[src/rtl/pwm_compare_nch.sv]
// Multi-channel compare PWM: shadowed compare registers, registered compare, complementary gate outputs.
// Define PWM_DEADTIME_EN to build the per-channel OFF/HIGH/LOW/DEAD dead-time FSM.
module pwm_compare_nch #(
   parameter int WIDTH    = 16,
   parameter int NCH      = 3,
   parameter int DT_WIDTH = 8
) (
   input  logic                 clk,
   input  logic                 rst,
   input  logic [WIDTH-1:0]     carrier,
   input  logic                 load_strobe,
   input  logic [NCH*WIDTH-1:0] compare_in,
   input  logic [NCH-1:0]       compare_wr,
   input  logic [NCH-1:0]       pwm_onoff,
   input  logic [DT_WIDTH-1:0]  deadtime,
   output logic [NCH-1:0]       pwm_h,
   output logic [NCH-1:0]       pwm_l,
   output logic [NCH-1:0]       shadow_pending
);

   logic [NCH-1:0][WIDTH-1:0] shadow_q, shadow_d;
   logic [NCH-1:0][WIDTH-1:0] active_q, active_d;
   logic [NCH-1:0]            pend_q, pend_d;
   logic [NCH-1:0]            raw_q, raw_d;
   logic [NCH-1:0]            en_q, en_d;
   logic [NCH-1:0]            pwm_h_q, pwm_h_d;
   logic [NCH-1:0]            pwm_l_q, pwm_l_d;

   // A write coinciding with the strobe goes straight to active and leaves nothing pending.
   always_comb begin
      shadow_d = shadow_q;
      active_d = active_q;
      pend_d   = pend_q;
      raw_d    = '0;
      for (int i = 0; i < NCH; i++) begin
         if (compare_wr[i]) begin
            shadow_d[i] = compare_in[i*WIDTH +: WIDTH];
            pend_d[i]   = 1'b1;
         end
         if (load_strobe) begin
            active_d[i] = compare_wr[i] ? compare_in[i*WIDTH +: WIDTH] : shadow_q[i];
            pend_d[i]   = 1'b0;
         end
         raw_d[i] = (carrier < active_q[i]) && pwm_onoff[i];
      end
   end

   assign en_d = pwm_onoff;

   always_ff @(posedge clk or posedge rst) begin
      if (rst) begin
         shadow_q <= '0;
         active_q <= '0;
         pend_q   <= '0;
         raw_q    <= '0;
         en_q     <= '0;
         pwm_h_q  <= '0;
         pwm_l_q  <= '0;
      end else begin
         shadow_q <= shadow_d;
         active_q <= active_d;
         pend_q   <= pend_d;
         raw_q    <= raw_d;
         en_q     <= en_d;
         pwm_h_q  <= pwm_h_d;
         pwm_l_q  <= pwm_l_d;
      end
   end

`ifdef PWM_DEADTIME_EN
   typedef enum logic [1:0] {ST_OFF, ST_HIGH, ST_LOW, ST_DEAD} state_e;

   localparam logic [DT_WIDTH-1:0] DT_ONE = {{(DT_WIDTH-1){1'b0}}, 1'b1};

   state_e              state_q [NCH];
   state_e              state_d [NCH];
   logic [DT_WIDTH-1:0] cnt_q   [NCH];
   logic [DT_WIDTH-1:0] cnt_d   [NCH];
   logic [DT_WIDTH-1:0] dt_q    [NCH];
   logic [DT_WIDTH-1:0] dt_d    [NCH];
   logic [NCH-1:0]      rawd_q, rawd_d;

   // en_q gates leaving OFF so the first decision uses a raw sample taken while enabled.
   always_comb begin
      rawd_d  = raw_q;
      pwm_h_d = '0;
      pwm_l_d = '0;
      for (int i = 0; i < NCH; i++) begin
         state_d[i] = state_q[i];
         cnt_d[i]   = cnt_q[i];
         dt_d[i]    = dt_q[i];
         if (!pwm_onoff[i]) begin
            state_d[i] = ST_OFF;
         end else begin
            case (state_q[i])
               ST_OFF, ST_HIGH, ST_LOW: begin
                  if ((state_q[i] == ST_OFF  && en_q[i]) ||
                      (state_q[i] == ST_HIGH && !raw_q[i]) ||
                      (state_q[i] == ST_LOW  && raw_q[i])) begin
                     if (deadtime == '0) begin
                        state_d[i] = raw_q[i] ? ST_HIGH : ST_LOW;
                     end else begin
                        state_d[i] = ST_DEAD;
                        cnt_d[i]   = deadtime;
                        dt_d[i]    = deadtime;
                     end
                  end
               end
               default: begin
                  // Any raw edge while dead restarts the gap from that edge.
                  if (raw_q[i] != rawd_q[i]) begin
                     cnt_d[i] = dt_q[i];
                  end else if (cnt_q[i] <= DT_ONE) begin
                     state_d[i] = raw_q[i] ? ST_HIGH : ST_LOW;
                  end else begin
                     cnt_d[i] = cnt_q[i] - DT_ONE;
                  end
               end
            endcase
         end
         pwm_h_d[i] = (state_d[i] == ST_HIGH);
         pwm_l_d[i] = (state_d[i] == ST_LOW);
      end
   end

   always_ff @(posedge clk or posedge rst) begin
      if (rst) begin
         rawd_q <= '0;
         for (int i = 0; i < NCH; i++) begin
            state_q[i] <= ST_OFF;
            cnt_q[i]   <= '0;
            dt_q[i]    <= '0;
         end
      end else begin
         rawd_q <= rawd_d;
         for (int i = 0; i < NCH; i++) begin
            state_q[i] <= state_d[i];
            cnt_q[i]   <= cnt_d[i];
            dt_q[i]    <= dt_d[i];
         end
      end
   end
`else
   logic unused_deadtime;
   assign unused_deadtime = ^deadtime;

   always_comb begin
      pwm_h_d = raw_q & pwm_onoff;
      pwm_l_d = ~raw_q & en_q & pwm_onoff;
   end
`endif

   assign pwm_h          = pwm_h_q;
   assign pwm_l          = pwm_l_q;
   assign shadow_pending = pend_q;

endmodule

[config.mk]
export PLATFORM = sky130hd
export DESIGN_NAME = pwm_compare_nch
export DESIGN_NICKNAME = d
export VERILOG_FILES = /design/src/rtl/pwm_compare_nch.sv
export SDC_FILE = /design/constraint.sdc
export NUM_CORES = 1
export LEC_CHECK = 0
export CAP_MARGIN = 20
export CORE_MARGIN = 2
export CORE_UTILIZATION = 45
export CTS_CLUSTER_SIZE = 40
export DETAILED_ROUTE_END_ITERATION = 10
export PLACE_DENSITY = 0.81
export SETUP_SLACK_MARGIN = 0.05
export SYNTH_ARGS = -nofsm -noshare
export SYNTH_HDL_FRONTEND = slang
export SYNTH_SLANG_ARGS = --single-unit
export TNS_END_PERCENT = 50
[constraint.sdc]
create_clock -name clk -period 3.8 [get_ports clk]
set_input_delay 0.57 -clock clk [delete_from_list [all_inputs] [get_ports clk]]
set_output_delay 0.57 -clock clk [all_outputs]
set_load 0.02 [all_outputs]
==> impl_metrics.json, run 1 <==
{
  "outcome": "finished, final reports clean",
  "setup.worst_path.start": "carrier[5]",
  "fmax_ghz": 0.486,
  "routed_via_density": 5.12,
  "startpoint_type": "input port",
  "port_buffers": 81,
  "synth_cell_types": 30,
  "ys_ff_latch": 111,
  "die_h_um": 110,
  "crit_path_max_fanout": 3,
  "hold_viol_final": 0,
  "cts_root_buffer": "clkbuf_8",
  "setup_viol": 0,
  "synthesis.area_um2": 5050,
  "hold_buffers": 0,
  "clock_sinks": 111,
  "cp-endpoint": "raw_q[1]",
  "required_ps": 4110,
  "cts_buffers": 9,
  "core_um2": 10900,
  "ff2ff_path_depth": 6,
  "ir_drop_mv": 0.213,
  "synth_nets": 566,
  "clock_power_share_pct": 30.4,
  "diodes": 0,
  "dr.pass1.iters": 4,
  "power.switching_mw": 0.704,
  "path_clk_slew_ps": 110,
  "p_seq_share_pct": 51.1,
  "p_leak_nw": 2.89,
  "dp_hpwl_um": 7560,
  "pwr-share-comb_pct": 18.6,
  "r2r_slack_ps": 2090,
  "hp-class": "flip-flop to flip-flop",
  "gp_congestion": 0.833,
  "areaGrowthSynthToFinish_pct": 23.1,
  "ys_warn_count": 0,
  "drt-initial-drc-count": 87,
  "grt_pass1_wl_um": 16900,
  "worst_r2r_endpoint": "raw_q[1]",
  "cts_tree": "built",
  "detail_route.wl_per_cell_um": 15.2,
  "grt_antenna_before_repair": 0,
  "arrival_ps": 2370,
  "start_util_pct": 46.3,
  "routed_wl_um": 10100,
  "vias": 3404,
  "r2r-start": "active_q[21]",
  "worst_pin_slew_ps": 917,
  "end_kind": "flip-flop",
  "cap_violations": 0,
  "cts-resized-gates": 0,
  "synthCells": 440,
  "overflow": 0,
  "cts_htree_levels": 3,
  "p_int_mw": 1.92,
  "postCtsSetupBuffers": 0,
  "die_width_um": 110,
  "die_area_um2": 12100,
  "grtUsageTotal_pct": 18.3,
  "clockBufferDepth": 2,
  "crit_type": "input port to flip-flop",
  "tns_ps": 0,
  "grt_pass1_vias": 3579,
  "grt_max_degree": 78,
  "p_sw_share_pct": 26.9,
  "ant_nets": 0,
  "synth_area_per_cell_um2": 11.5,
  "utilization_pct": 57.0,
  "yosysSeqAreaShare_pct": 55.0,
  "fin_crit_sh_pct": 54.2,
  "slew_viol_final": 0,
  "ios": 90,
  "layout-drive-gt1-share_pct": 5.71,
  "timing.final.crit_period_ps": 2060,
  "worst_clock_skew_ps": 16.6,
  "rsz0062_at_grt": "false",
  "timing.slew.headroom_pct": 38.9,
  "layout.nets": 646,
  "drc": 0,
  "finalPower_mw": 2.62,
  "p_per_area_nw_per_um2": 422,
  "clock_latency_ps": 380,
  "rows": 38
}
metal layers:
metal | GRT usage [%] | up-vias | routed length [µm]
li1 | - | 1651 | -
met4 | 7.05 | 0 | 200
met5 | 0 | - | 0
met1 | 22.4 | 1663 | 4400
met2 | 31.9 | 69 | 5060
met3 | 3.20 | 21 | 432
sequential cells by signal, summed over array words and instances (netlist names):
| register | cells |
|---|---|
| active_q | 48 |
| shadow_q | 48 |
| en_q | 3 |
| pwm_h | 3 |
| pwm_l | 3 |
| raw_q | 3 |
| shadow_pending | 3 |
cell families after synthesis:
kind of cell | after synthesis | synth area share (%)
multiplexers | 51 | 11.4
flip-flops | 111 | 55.0
buffers and inverters | 62 | 4.91
AND/OR/NAND/NOR | 95 | 8.48
adder cells (fa/ha/maj) | 45 | 11.2
AO/OA/AOI/OAI | 76 | 9.03
per-stage QoR:
step,setup slack [ps],hold WS [ps],cells,cell area (µm²)
2_1_floorplan,299,392,440,5050
3_3_place_gp,1420,403,649,5980
3_5_place_dp,1370,403,649,5980
4_1_cts,1750,412,665,6210
5_1_grt,1690,438,665,6210
6_report,1740,414,665,6210
placed cells by master (no fill, tap or decap), drive strengths merged, types with 4 or more instances in the layout:
cell type / n
ha: 45
inv: 49
and4: 4
nor2: 13
o21ai: 47
nand2: 54
dfrtp: 111
nor3: 4
a21oi: 10
a21o: 6
nand4: 6
nand2b: 5
clkbuf: 9
mux2: 51
clkdlybuf4s50: 80
nand3: 5
buf: 5
cell type report:
class	instances	area [µm²]
repair buffers	85	836
well taps	140	175
inverters	46	175
clock buffers	9	124
flip-flops and latches	111	2780
fillers	914	4680
multi-input cells	267	2020
clock inverters	7	103
cell usage after synthesis (all sizes together):
cell type | n | area share (%)
nand4b | 1 | 0.17
inv | 46 | 3.4
nor2 | 13 | 0.97
and4 | 4 | 0.69
o21a | 1 | 0.15
a211oi | 1 | 0.15
a21boi | 2 | 0.30
nand2b | 5 | 0.62
a21o | 6 | 0.89
a221oi | 2 | 0.60
a2111o | 2 | 0.45
and2 | 3 | 0.37
dfrtp | 111 | 55
nand2 | 54 | 4.0
nand4 | 6 | 0.74
a31oi | 1 | 0.12
buf | 10 | 1.0
mux2 | 51 | 11
o211a | 2 | 0.40
o21ai | 47 | 4.7
a211o | 1 | 0.17
nor3 | 4 | 0.40
o31ai | 1 | 0.15
ha | 45 | 11
nand3 | 5 | 0.50
a21oi | 10 | 0.99
clkbuf | 6 | 0.45
worst max-delay path, stage by stage:
cell and delay (ps):
clkdlybuf4s50_1 500, ha_1 370, a21o_1 180, a21o_1 200, a221oi_2 360, o211a_1 190
power groups by stage:
| stage | sequential [mW] | clock [mW] | combinational [mW] |
|---|---|---|---|
| floorplan | 1.36 | 0 | 0.295 |
| global placement | 1.36 | 0 | 0.457 |
| detailed placement | 1.36 | 0 | 0.487 |
| CTS | 1.34 | 0.817 | 0.492 |
| global route | 1.35 | 0.866 | 0.556 |
| finish | 1.34 | 0.795 | 0.487 |
worst min-delay path by stage:
stage	cells past startpoint	end	start	slack (ps)
5_1_grt	1	pwm_l[2]	raw_q[2]	440
6_report	1	pwm_l[1]	raw_q[1]	410
3_3_place_gp	1	pwm_l[0]	raw_q[0]	400
3_5_place_dp	1	pwm_l[0]	raw_q[0]	400
4_1_cts	1	pwm_l[1]	raw_q[1]	410
2_1_floorplan	1	pwm_l[0]	raw_q[0]	390
No activity file was read; power rests on OpenSTA's default activity.
==> run 2, diff against run 1 <==
--- a/config.mk
+++ b/config.mk
@@ -10,7 +10,7 @@
 export CORE_UTILIZATION = 45
 export CTS_CLUSTER_SIZE = 40
 export DETAILED_ROUTE_END_ITERATION = 10
-export PLACE_DENSITY = 0.81
+export PLACE_DENSITY = 0.84
 export SETUP_SLACK_MARGIN = 0.05
 export SYNTH_ARGS = -nofsm -noshare
 export SYNTH_HDL_FRONTEND = slang
==> constraint.sdc (replaced) <==
create_clock -name clk -period 1.83 [get_ports clk]
set_input_delay 0.2745 -clock clk [delete_from_list [all_inputs] [get_ports clk]]
set_output_delay 0.2745 -clock clk [all_outputs]
set_load 0.02 [all_outputs]
==> impl_metrics.json, run 2 (synthesis results as in run 1) <==
{
  "outcome": "finished, final reports clean",
  "drt-initial-drc-count": 97,
  "fmax_ghz": 0.608,
  "top_layer": "met4",
  "pwr-share-comb_pct": 19.3,
  "place_worst_setup_slack_ps": -182,
  "drc": 0,
  "worst_slack_ps": 186,
  "p_per_area_nw_per_um2": 863,
  "port_buffers": 81,
  "cts_tree": "built",
  "grt_pass1_vias": 3847,
  "clock_sinks": 111,
  "fillers": 900,
  "rsz0062_at_grt": "false",
  "slew_viol_final": 0,
  "start_util_pct": 46.3,
  "r2r-start": "active_q[5]",
  "cts_root_buffer": "clkbuf_8",
  "p_int_mw": 4.03,
  "design_area_um2": 6330,
  "vias": 3499,
  "route.met3.wl_um": 523,
  "cp-endpoint": "raw_q[0]",
  "layout_commonest_cell": "dfrtp_1",
  "grtUsageTotal_pct": 19.1,
  "path_clk_slew_ps": 110,
  "grt_pass1_wl_um": 17700,
  "p_seq_share_pct": 50.9,
  "gp_congestion": 0.859,
  "power.switching_mw": 1.44,
  "hold_buffers": 0,
  "setup_viol": 0,
  "rows": 38,
  "fin_crit_sh_pct": 89.8,
  "layout-drive-gt1-share_pct": 7.29,
  "wl_met2_um": 5430,
  "postCtsSetupBuffers": 0,
  "dr.pass1.iters": 4,
  "ff2ff_path_depth": 6,
  "ant_nets": 0,
  "end_kind": "flip-flop",
  "cap_violations": 0,
  "required_ps": 2150,
  "grt_antenna_before_repair": 0,
  "wl_met1_um": 4360,
  "crit_type": "input port to flip-flop",
  "timing.final.crit_period_ps": 1640,
  "setup.worst_path.start": "carrier[1]",
  "timing.slew.headroom_pct": 65.8,
  "die_width_um": 110,
  "areaGrowthSynthToFinish_pct": 25.5,
  "worst_pin_slew_ps": 513,
  "dp_hpwl_um": 8140,
  "crit_path_max_fanout": 3,
  "cts_htree_levels": 3,
  "worst_r2r_endpoint": "raw_q[0]",
  "diodes": 0,
  "clock_latency_ps": 380,
  "cts_buffers": 9,
  "clock_power_share_pct": 29.9,
  "post_dp_cell_area_um2": 6110,
  "grt_max_degree": 61,
  "p_sw_share_pct": 26.3,
  "ios": 90,
  "die_area_um2": 12100,
  "p_leak_nw": 2.94,
  "die_h_um": 110,
  "ir_drop_mv": 0.393,
  "r2r_slack_ps": 210,
  "clockBufferDepth": 2,
  "hp-class": "input port to async pin",
  "routed_via_density": 5.18,
  "overflow": 0,
  "tns_ps": 0,
  "hold_viol_final": 0,
  "arrival_ps": 1970,
  "routed_wl_um": 10500,
  "reg_top3": "active_q x48, shadow_q x48",
  "worst_clock_skew_ps": 11.4,
  "detail_route.wl_per_cell_um": 15.5,
  "cts-resized-gates": 0,
  "core_um2": 10900,
  "layout.nets": 656,
  "startpoint_type": "input port",
  "layout_common_cells": "111 x dfrtp_1, 80 x clkdlybuf4s50_1, 54 x nand2_1"
}
==> run 2: power by group through the flow <==
stage	clock network (mW)	registers (mW)	logic (mW)
after CTS	1.65	2.79	1.07
after global placement	0	2.82	0.984
after global routing	1.75	2.81	1.19
after floorplan	0	2.82	0.613
final	1.63	2.78	1.05
after detailed placement	0	2.83	1.06
==> run 2: metal layers <==
metal,vias up,track usage [%]
met4,0,5.88
met2,92,34.5
li1,1675,-
met1,1716,23.0
met3,16,3.44
met5,-,0
==> run 2: metrics by stage <==
stage | hold WS (ps) | utilization, % | std cells | power (mW)
5_1_grt | 375 | 58.2 | 675 | 5.75
3_5_place_dp | 427 | 56.1 | 659 | 3.89
2_1_floorplan | 306 | - | 440 | 3.44
4_1_cts | 352 | 58.2 | 675 | 5.50
6_report | 334 | 58.2 | 675 | 5.47
3_3_place_gp | 421 | 56.1 | 659 | 3.80
==> run 2: critical path, stage by stage <==
cell and delay, ps:
clkdlybuf4s50_1 490, ha_1 330, a2111o_1 380, a221oi_2 310
o211a_1 190
==> run 2: how the worst min path moves through the flow <==
| stage | to | slack (ps) | depth (start not counted) |
|---|---|---|---|
| 6_report | pwm_l[0] | 330 | 3 |
| 4_1_cts | pwm_l[0] | 350 | 3 |
| 5_1_grt | pwm_l[0] | 380 | 3 |
| 2_1_floorplan | en_q[0] | 310 | 0 |
| 3_3_place_gp | pwm_l[2] | 420 | 1 |
| 3_5_place_dp | pwm_l[2] | 430 | 1 |
==> run 2: cell type report <==
class	count	area, µm²	share of cell area (%)
inverters	46	176	2.79
flip-flops and latches	111	2780	43.9
repair buffers	95	961	15.2
multi-input cells	267	2020	31.9
clock buffers	11	141	2.23
clock inverters	5	81.3	1.28
well taps	140	175	2.77
